$ cat src/rtl/mux_arbiter_pkg.sv
// Shared types for the round-robin 2:1 mux arbiter.
package mux_arbiter_pkg;

  typedef enum logic [1:0] {
    IDLE   = 2'd0,
    SEND_A = 2'd1,
    SEND_B = 2'd2
  } arb_state_t;

endpackage

$ cat src/rtl/mux_m.sv
// Plain 2:1 WIDTH-bit data mux shared by the two requesters.
module mux_m #(
  parameter int WIDTH = 8
) (
  input  logic [WIDTH-1:0] data_a,
  input  logic [WIDTH-1:0] data_b,
  input  logic             sel_a,
  output logic [WIDTH-1:0] out
);

  assign out = sel_a ? data_a : data_b;

endmodule

$ cat src/rtl/mux_arbiter_m.sv
// Round-robin arbiter between requesters A and B feeding one registered,
// handshaked output stage through a shared 2:1 mux.
module mux_arbiter_m
  import mux_arbiter_pkg::*;
#(
  parameter int WIDTH = 8
) (
  input  logic             clk,
  input  logic             rst_,
  input  logic             valid_a,
  input  logic [WIDTH-1:0] data_a,
  output logic             ready_a,
  input  logic             valid_b,
  input  logic [WIDTH-1:0] data_b,
  output logic             ready_b,
  output logic             sel_a,
  output logic [WIDTH-1:0] out,
  output logic             out_valid,
  input  logic             out_ready
);

  arb_state_t       state_q, state_d;
  logic [WIDTH-1:0] out_q;
  logic             out_valid_q;
  logic             last_a_q;
  logic             grant_a_s;
  logic             grant_b_s;
  logic [WIDTH-1:0] mux_out;

  mux_m #(.WIDTH(WIDTH)) u_mux (
    .data_a (data_a),
    .data_b (data_b),
    .sel_a  (sel_a),
    .out    (mux_out)
  );

  // Grant, requester readies, mux select and next state.
  always_comb begin
    grant_a_s = 1'b0;
    grant_b_s = 1'b0;
    ready_a   = 1'b0;
    ready_b   = 1'b0;
    sel_a     = 1'b1;
    state_d   = state_q;
    case (state_q)
      IDLE: begin
        // Reset gates the grant so nothing is offered while rst_ is low.
        if (!rst_) begin
          grant_a_s = 1'b0;
          grant_b_s = 1'b0;
        end else if (valid_a && valid_b) begin
          grant_a_s = !last_a_q;
          grant_b_s = last_a_q;
        end else begin
          grant_a_s = valid_a;
          grant_b_s = valid_b;
        end
        ready_a = grant_a_s;
        ready_b = grant_b_s;
        sel_a   = grant_a_s || !grant_b_s;
        if (grant_a_s) begin
          state_d = SEND_A;
        end else if (grant_b_s) begin
          state_d = SEND_B;
        end else begin
          state_d = IDLE;
        end
      end
      SEND_A, SEND_B: begin
        if (out_ready) begin
          state_d = IDLE;
        end else begin
          state_d = state_q;
        end
      end
      default: begin
        state_d = IDLE;
      end
    endcase
  end

  // State, output word/valid and round-robin history.
  always_ff @(posedge clk or negedge rst_) begin
    if (!rst_) begin
      state_q     <= IDLE;
      out_q       <= {WIDTH{1'b0}};
      out_valid_q <= 1'b0;
      last_a_q    <= 1'b0;
    end else begin
      state_q <= state_d;
      if (state_q == IDLE && (grant_a_s || grant_b_s)) begin
        out_q       <= mux_out;
        out_valid_q <= 1'b1;
        last_a_q    <= grant_a_s;
      end else if (state_q != IDLE && out_ready) begin
        out_valid_q <= 1'b0;
      end
    end
  end

  assign out       = out_q;
  assign out_valid = out_valid_q;

endmodule
$ cat config.mk
export PLATFORM = sky130hd
export DESIGN_NAME = mux_arbiter_m
export DESIGN_NICKNAME = d
export VERILOG_FILES = /design/src/rtl/mux_arbiter_pkg.sv /design/src/rtl/mux_m.sv /design/src/rtl/mux_arbiter_m.sv
export SDC_FILE = /design/constraint.sdc
export NUM_CORES = 1
export LEC_CHECK = 0
export CAP_MARGIN = 20
export CORE_AREA = 2 2 41 52
export DETAILED_ROUTE_END_ITERATION = 8
export DIE_AREA = 0 0 43 54
export PLACE_DENSITY = 0.82
export SLEW_MARGIN = 20
export SYNTH_ARGS = -nofsm -noshare
export SYNTH_HDL_FRONTEND = slang
export SYNTH_SLANG_ARGS = --single-unit
$ cat constraint.sdc
create_clock -name clk -period 1.75 [get_ports clk]
set_input_delay 0.35 -clock clk [delete_from_list [all_inputs] [get_ports clk]]
set_output_delay 0.35 -clock clk [all_outputs]
set_load 0.01 [all_outputs]
After elaboration in Yosys (flattened, before gate mapping)
Index checks and enable logic that the tools add are counted.
W data, S select, Z words.
Word-level totals
  bits in registers: 12
  latch bits: 0
  bits in writable memories: 0
  memory bits (read-only): 0
  output and inout port bits: 12
  logic and storage cells: 34
  memories: 0
Cells by class
  $add $sub $neg: 0
  multipliers: 0
  divide/modulo/power cells: 0
  $lt $le $gt $ge: 0
  eq/ne operators: 3
  shift operators: 0
  mux-type cells: 16
  bitwise logic cells: 0
  reductions and logical operators: 11
Operators with widths (count)
  $mux W1: 11
  $mux W8: 1
  $mux W2: 3
  $pmux W2 S2: 1
  $reduce_bool A2 Y1: 2
  $logic_and A1 B1 Y1: 3
  $eq A2 B1 Y1 const B: 1
  $eq A2 B2 Y1 const B: 1
  $logic_not A1 Y1: 2
  $logic_not A2 Y1: 1
  $logic_or A1 B1 Y1: 2
  $ne A2 B2 Y1 const B: 1
  $reduce_or A2 Y1: 1

Longest topological paths before layout
Gate-level depths: netlist (run 1).
  depth in word-level cells: 8
  depth in mapped cells: 6
  gate-level depth less buffers: 6

Cells and area by module
From an unflattened synthesis (run 1), not the netlist that was laid out.
Second synthesis, totals
  cells, all modules: 49
  area, all modules: 660.6 sq um
By module, submodules not included
  mux_arbiter_m: times used 1, cells each 40, area an instance 529.3 sq um, sequential area each 300.3 sq um
  mux_m: times used 1, cells each 9, area an instance 131.4 sq um, sequential area each 0.0 sq um

Least setup slack after synthesis (run 1)
Ideal clock, no wire load.
  kind: reg2reg
  from: reg state_q[0]
  to: reg out_q[0], in the netlist out[0]
  library setup time: 126 ps
  data arrival time: 1344 ps
  slack: 280 ps
  stages on the path, launching flop included: 7
  period minus slack after synthesis: 1470 ps
  cells stage by stage: dfrtp_1 > inv_1 > ha_1 > nand3_4 > nor2_8 > inv_4 > a311o_1
On the way
  word-level cells in the longest chain between the ends: 4
  elaborated cells between the ends (all ways): 7
  those cells by class: mux: 4; reduce/logical: 3
RTL lines
  start: declaration: line mux_arbiter_m.sv:22  | arb_state_t state_q, state_d;
  start signal: assignment: line mux_arbiter_m.sv:90  | state_q <= state_d;
  $logic_not A2 Y1
  $mux W1
  via ready_b: line mux_arbiter_m.sv:15  | output logic ready_b,
  $logic_or A1 B1 Y1: line mux_arbiter_m.sv:91  | if (state_q == IDLE && (grant_a_s || grant_b_s)) begin
  $logic_and A1 B1 Y1: line mux_arbiter_m.sv:91
  end signal: assignment: line mux_arbiter_m.sv:86  | out_q <= {WIDTH{1'b0}};
  end signal: assignment: line mux_arbiter_m.sv:92  | out_q <= mux_out;
  end: declaration: line mux_arbiter_m.sv:23  | logic [WIDTH-1:0] out_q;
The timed path passes the listed nets, and every way through them passes these cells.
A chain may end at the register's enable or synchronous reset.

Worst setup path in the final report (run 1)
  from: reg state_q[1]
  to: out sel_a
On the way
  word-level cells in the longest chain between the ends: 2
RTL lines
  $logic_not A2 Y1: line mux_arbiter_m.sv:45  | case (state_q)
  $mux W1: line mux_arbiter_m.sv:45
  end: declaration: line mux_arbiter_m.sv:16  | output logic sel_a,
Every way passes these cells.

==> results.toml, run 1 <==
[timing]
rsz0062_at_grt = "false"
slew_violations = 0
hold_violations = 0
period_share = 0.9448
clock_skew_ps = 6.285
whs_ps = 281.1
setup_viol = 0
worst_pin_slew_ps = 264.8
max_slew_margin = 0.8235
max_freq_mhz = 604.8
setup_tns_ps = 0
finalCriticalPeriod_ps = 1653

[route]
drc = 0
routed_wl_mm = 1.734
detail-route-antenna-nets = 0
vias_per_cell = 5.267
vias = 632
avgRoutedWirePerCell_um = 14.45
dr.pass1.iters = 4
drt-initial-drc-count = 11

[worst_setup_path]
arrival_ps = 1300
crit_path_start_kind = "flop"
worstSetupPathType = "flop to primary output"
endpoint_kind = "primary output"
crit_required_ps = 1400
cp_max_fo = 3

[synth]
ys_seq_area_frac = 0.4494
synth_top_area_cell = "dfrtp_1"
synth_warnings = 0
syn_area_sq_um = 668.1
syn-instance-count = 55
synth.distinct_cells = 21
syn-mean-instance-area_sq_um = 12.15
yosys-top-cells-area = "dfrtp_1 (45%), a311o_1 (12%), nor3b_1 (9.0%), and2b_1 (6.7%), nor2_8 (3.0%)"
ys_seq_elements = 12
syn-num-nets = 77
synth_top_area_frac = 0.4494

[cells_and_area]
nFillCells = 179
regArea_sq_um = 300.3
nets = 124
multi_input_area_sq_um = 354.1
antenna_cells = 0
final_util = 0.5853
drive_gt1_frac = 0.2700
syn_to_final_growth_pct = 65.73
design_area_sq_um = 1107

[power_and_ir_drop]
switching_share = 0.3279
pwr-share-seq = 0.341
clkPwrFrac = 0.133
p_int_uw = 885.9
comb_power_share = 0.526
irDropWorstVdd_v = 0.0005798
p_per_area_nw_per_um2 = 1190
switchingPower_uw = 432.2
power_leakage_nw = 0.4688
total_power_mw = 1.318

[placement]
portBuffers = 32
place_hpwl_mm = 1.320
globalplace.congestion = 0.7343
placed_area_sq_um = 1080

[grt]
gr-total-overflow = 0
grtUsageTotal = 0.1625
grt_max_degree = 16
grt_pass1_wl_mm = 2.691
grt_pass1_vias = 621
grt_antenna_before_repair = 0

[clock_network]
cts_hold_buf = 0
cts_root_buffer = "clkbuf_4"
clkTransAtPathRegs_ps = 70
htreeDepth = 1
clkSinkCount = 12
cts_tree = "done"
numCtsBuffers = 3
clockBufferDepth = 2
insertion_delay_ps = 280

[min_path]
hold_path.class = "input port to async pin"

[floorplanning]
die_h_um = 54
rows = 18
die_x_um = 43
fp.coreArea_sq_um = 1892
dieArea_sq_um = 2322
initial_core_util = 0.3532
num_io_pins = 33

[job]
maxCapViolCount = 0

[run_status]
status = "complete, no violations"
power by group through the flow:
stage	Clock [mW]	Combinational (mW)	Sequential [mW]
finish	0.175	0.693	0.450
global route	0.187	0.749	0.469
CTS	0.180	0.704	0.448
detailed placement	0	0.688	0.449
global placement	0	0.666	0.445
floorplan	0	0.287	0.487
layout make-up:
| cell class | instances | area share |
|---|---|---|
| clock buffer | 3 | 0.02034 |
| sequential | 12 | 0.2712 |
| tap | 20 | 0.02260 |
| inverter | 3 | 0.01243 |
| timing repair buffer | 44 | 0.3537 |
| multi-input combinational | 38 | 0.3198 |
layer usage:
layer  vias to the layer above  wire length (um)  global-route usage
li1                        298                 -                   -
met1                       297               707              0.1843
met2                        34               844              0.2803
met3                         3               150             0.04027
met4                         0                32             0.09091
met5                         -                 0                   0
cells in the mapped netlist:
cell type  count
inv_4          1
nor3b_1        8
nand2b_1       2
a41oi_1        1
nor2b_1        3
a31oi_1        1
dfrtp_1       12
buf_6          1
nand3_4        1
nand3_1        1
and2b_1        6
ha_1           1
o211a_4        1
mux2_2         1
inv_1          2
a21o_1         1
buf_2          1
mux2i_1        1
a21oi_1        1
a311o_1        8
nor2_8         1
state kept, by name (all words and copies together), names as in the netlist:
signal	flops
out	8
state_q	2
last_a_q	1
out_valid	1
through the flow:
stage | setup WS, ps | instances
CTS | 7.716 | 120
detailed placement | -413.8 | 116
floorplan | 279.7 | 55
global placement | -371.7 | 116
finish | 96.53 | 120
global route | 32.45 | 120
worst paths after layout:
path                                        start                     to  slack, ps  depth (start not counted)
max                        state_q[1]$_DFFE_PN0P_                  sel_a        100                          6
min                                          rst_     out[4]$_DFFE_PN0P_        280                          2
max reg2reg                state_q[1]$_DFFE_PN0P_     out[7]$_DFFE_PN0P_        170                          6
min reg2reg                 out_valid$_DFFE_PN0P_  out_valid$_DFFE_PN0P_        490                          1
max in group asynchronous                    rst_     out[7]$_DFFE_PN0P_       1300                          2
min in group clk            out_valid$_DFFE_PN0P_  out_valid$_DFFE_PN0P_        490                          1
logic make-up after synthesis:
kind of cell,after synthesis,synth area share
buf+inv,5,0.04495
simple gates,22,0.2678
compound gates,13,0.1873
flops,12,0.4494
mux,2,0.03183
fa+ha+maj,1,0.01872
cell usage in the layout (no fill, tap or decap):
master            n
inv_2             2
o211a_4           1
nor2b_1           3
clkdlybuf4s50_1  26
a311o_1           8
mux2_2            1
buf_4            12
dlygate4sd2_1     3
inv_4             1
a21oi_2           1
buf_2             2
mux2i_1           1
nand3_4           1
ha_4              1
clkbuf_2          1
and2b_1           6
nor3b_1           8
nor2_8            1
dfrtp_1          12
clkbuf_4          3
a31oi_1           1
a21o_1            1
nand2b_1          2
nand3_1           1
a41oi_1           1
timing repair:
action / CTS / global route
setup buffers: 1 / 0
hold endpoints to repair: 0 / 0
cloned: 0 / 0
gates resized for setup: 16 / 3
setup endpoints to repair: 3 / 2
pin swaps: 2 / 0
critical path: stages, from the launching register on:
cell and delay [ps]:
dfrtp_1 380, inv_2 80, ha_4 160, nand3_4 100, nor2_8 150, inv_4 30, buf_2 130
(Power assumes the default switching activity.)
==> inputs of run 2 (changes only) <==
--- a/config.mk
+++ b/config.mk
@@ -7,6 +7,7 @@
 export LEC_CHECK = 0
 export CAP_MARGIN = 20
 export CORE_AREA = 2 2 41 52
+export CTS_CLUSTER_DIAMETER = 150
 export DETAILED_ROUTE_END_ITERATION = 8
 export DIE_AREA = 0 0 43 54
 export PLACE_DENSITY = 0.82
==> results of run 2 <==
Same layout as run 1: the final DEF is identical, and so are final timing and power.
==> inputs of run 3 (changes only) <==
--- a/config.mk
+++ b/config.mk
@@ -10,6 +10,7 @@
 export CTS_CLUSTER_DIAMETER = 150
 export DETAILED_ROUTE_END_ITERATION = 8
 export DIE_AREA = 0 0 43 54
+export HOLD_SLACK_MARGIN = 0.03
 export PLACE_DENSITY = 0.82
 export SLEW_MARGIN = 20
 export SYNTH_ARGS = -nofsm -noshare
==> constraint.sdc (replaced) <==
create_clock -name clk -period 1.7 [get_ports clk]
set_input_delay 0.34 -clock clk [delete_from_list [all_inputs] [get_ports clk]]
set_output_delay 0.34 -clock clk [all_outputs]
set_load 0.01 [all_outputs]
==> run 3 against run 2 <==
  * The run now ends with setup timing left
  * Cell count up 3.3%
  * Flip-flop and latch count unchanged
  * Register-to-register slack worse by 190 ps
  * Core utilization grew 2.1 points
  * Combinational power grew 9.2%
  * Routed wire length is 16% higher
  * Non-clock buffer count grew 2
  * Total power grew 10%
  * Setup slack got worse by 120 ps
  * Clock skew shrank 1.8 ps
  * Largest cell class unchanged
  * Largest power group unchanged
==> results.toml, run 3 (synthesized netlist as in run 1, its figures left out) <==
[run_status]
status = "complete, but fails checks"
violations = "setup timing"

[cells_and_area]
nets = 127
nFillCells = 173
layout.cells.non_filler = 124
layout_commonest_cell = "clkdlybuf4s50_1"
syn_to_final_growth_pct = 71.54
drive_gt1_frac = 0.2981
antenna_cells = 0
design_area_sq_um = 1146
layout_common_cells = "clkdlybuf4s50_1 (26), buf_4 (14), dfrtp_1 (12)"
largest_register_ffs = 8

[worst_setup_path]
cp_max_fo = 7
crit_buf_inv = 4
worstSetupPathType = "flop to flop"
critPathSlowestCell = "dfrtp_1"
endpoint_kind = "flop"
cp_top_family = "compound AO/OA/AOI/OAI gates"
r2r_start = "state_q[0]$_DFFE_PN0P_"
arrival_ps = 1870
crit_required_ps = 1850
path_cells = "inv_2, ha_4, buf_4, buf_4, o211a_2, buf_4, a311o_1"
critical_path.most_common_cell = "buf_4"
crit_path_start_kind = "flop"
critPathMaxStageDelay_ps = 390
crit_path_start = "state_q[0]$_DFFE_PN0P_"

[route]
vias = 656
routed_wl_mm = 2.006
avgRoutedWirePerCell_um = 16.18
vias_per_cell = 5.290
drc = 0
drt-initial-drc-count = 12
detail-route-antenna-nets = 0
dr.pass1.iters = 4

[placement]
globalplace.congestion = 0.7346
portBuffers = 32
placed_area_sq_um = 1080
post-place-ws_ps = -438.0
place_hpwl_mm = 1.342
dp.cells = 116

[grt]
grt_max_degree = 16
grt_antenna_before_repair = 0
gr-total-overflow = 0
grt_pass1_wl_mm = 2.746
grt_pass1_vias = 627
grtUsageTotal = 0.1609

[timing]
hold_violations = 0
setup_viol = 2
max_freq_mhz = 581.7
clock_skew_ps = 4.459
worst_pin_slew_ps = 301.4
setup_ws_ps = -19.07
period_share = 1.011
finalCriticalPeriod_ps = 1719
slew_violations = 0
max_slew_margin = 0.7991

[floorplanning]
die_x_um = 43
fp.coreArea_sq_um = 1892
rows = 18
die_h_um = 54
dieArea_sq_um = 2322
initial_core_util = 0.3532
num_io_pins = 33

[min_path]
hold_path.class = "input port to async pin"

[clock_network]
numCtsBuffers = 3
insertion_delay_ps = 270
cts_hold_buf = 0
clockBufferDepth = 2
htreeDepth = 1
clkSinkCount = 12
cts_tree = "done"
cts_root_buffer = "clkbuf_4"
clkTransAtPathRegs_ps = 80

[power_and_ir_drop]
power_leakage_nw = 0.4898
total_power_mw = 1.453
irDropWorstVdd_v = 0.0008873
p_per_area_nw_per_um2 = 1268

[job]
maxCapViolCount = 0
[run 3: changes by cell type in the layout (fill, tap and decap cells not counted)]
cell / previous run / this run
clkbuf_8: 0 / 1
buf_4: 12 / 14
o211a_2: 0 / 1
clkbuf_2: 1 / 0
buf_2: 2 / 3
[run 3: final timing paths]
path | cells after the start | slack (ps) | end
hold reg to reg | 1 | 520 | out_valid$_DFFE_PN0P_
setup / recovery | 7 | -20 | out[2]$_DFFE_PN0P_
hold / removal | 2 | 310 | out[3]$_DFFE_PN0P_
max in group asynchronous | 2 | 1220 | out[2]$_DFFE_PN0P_
min in group clk | 1 | 520 | out_valid$_DFFE_PN0P_
setup reg to reg | 7 | -20 | out[2]$_DFFE_PN0P_
[run 3: report_power, final]
part	internal [mW]	switching (mW)
combinational	0.453	0.304
sequential	0.398	0.0673
clock	0.130	0.101
[run 3: metal layers]
metal	part of all wire	up-vias	GRT usage
met4	0.012	0	0.04545
li1	-	310	-
met2	0.53	29	0.2778
met1	0.41	313	0.2021
met3	0.055	4	0.03691
met5	0	-	0
[run 3: stage by stage]
stage               setup TNS (ps)    util  hold WS [ps]
floorplan                        0       -         44.41
global placement             -2253  0.5708         469.2
detailed placement           -2626  0.5708         472.4
CTS                              0  0.5966         290.8
global route                -70.81  0.6058         315.6
finish                      -20.24  0.6058         313.0
[run 3: final cells by class]
type | count | area [sq um] | area share
clock buffers | 4 | 36.28 | 0.03166
inverters | 3 | 13.76 | 0.01201
flip-flops and latches | 12 | 300.3 | 0.2620
multi-input cells | 39 | 364.1 | 0.3177
well taps | 20 | 25.02 | 0.02183
repair buffers | 46 | 406.6 | 0.3548
[run 3: repair_timing]
item	4_1_cts	5_1_grt
cloned	0	1
endpoints found under the hold margin	0	0
pin swaps	2	0
resized for setup	20	0
buffers inserted	2	1
setup endpoints to repair	4	7
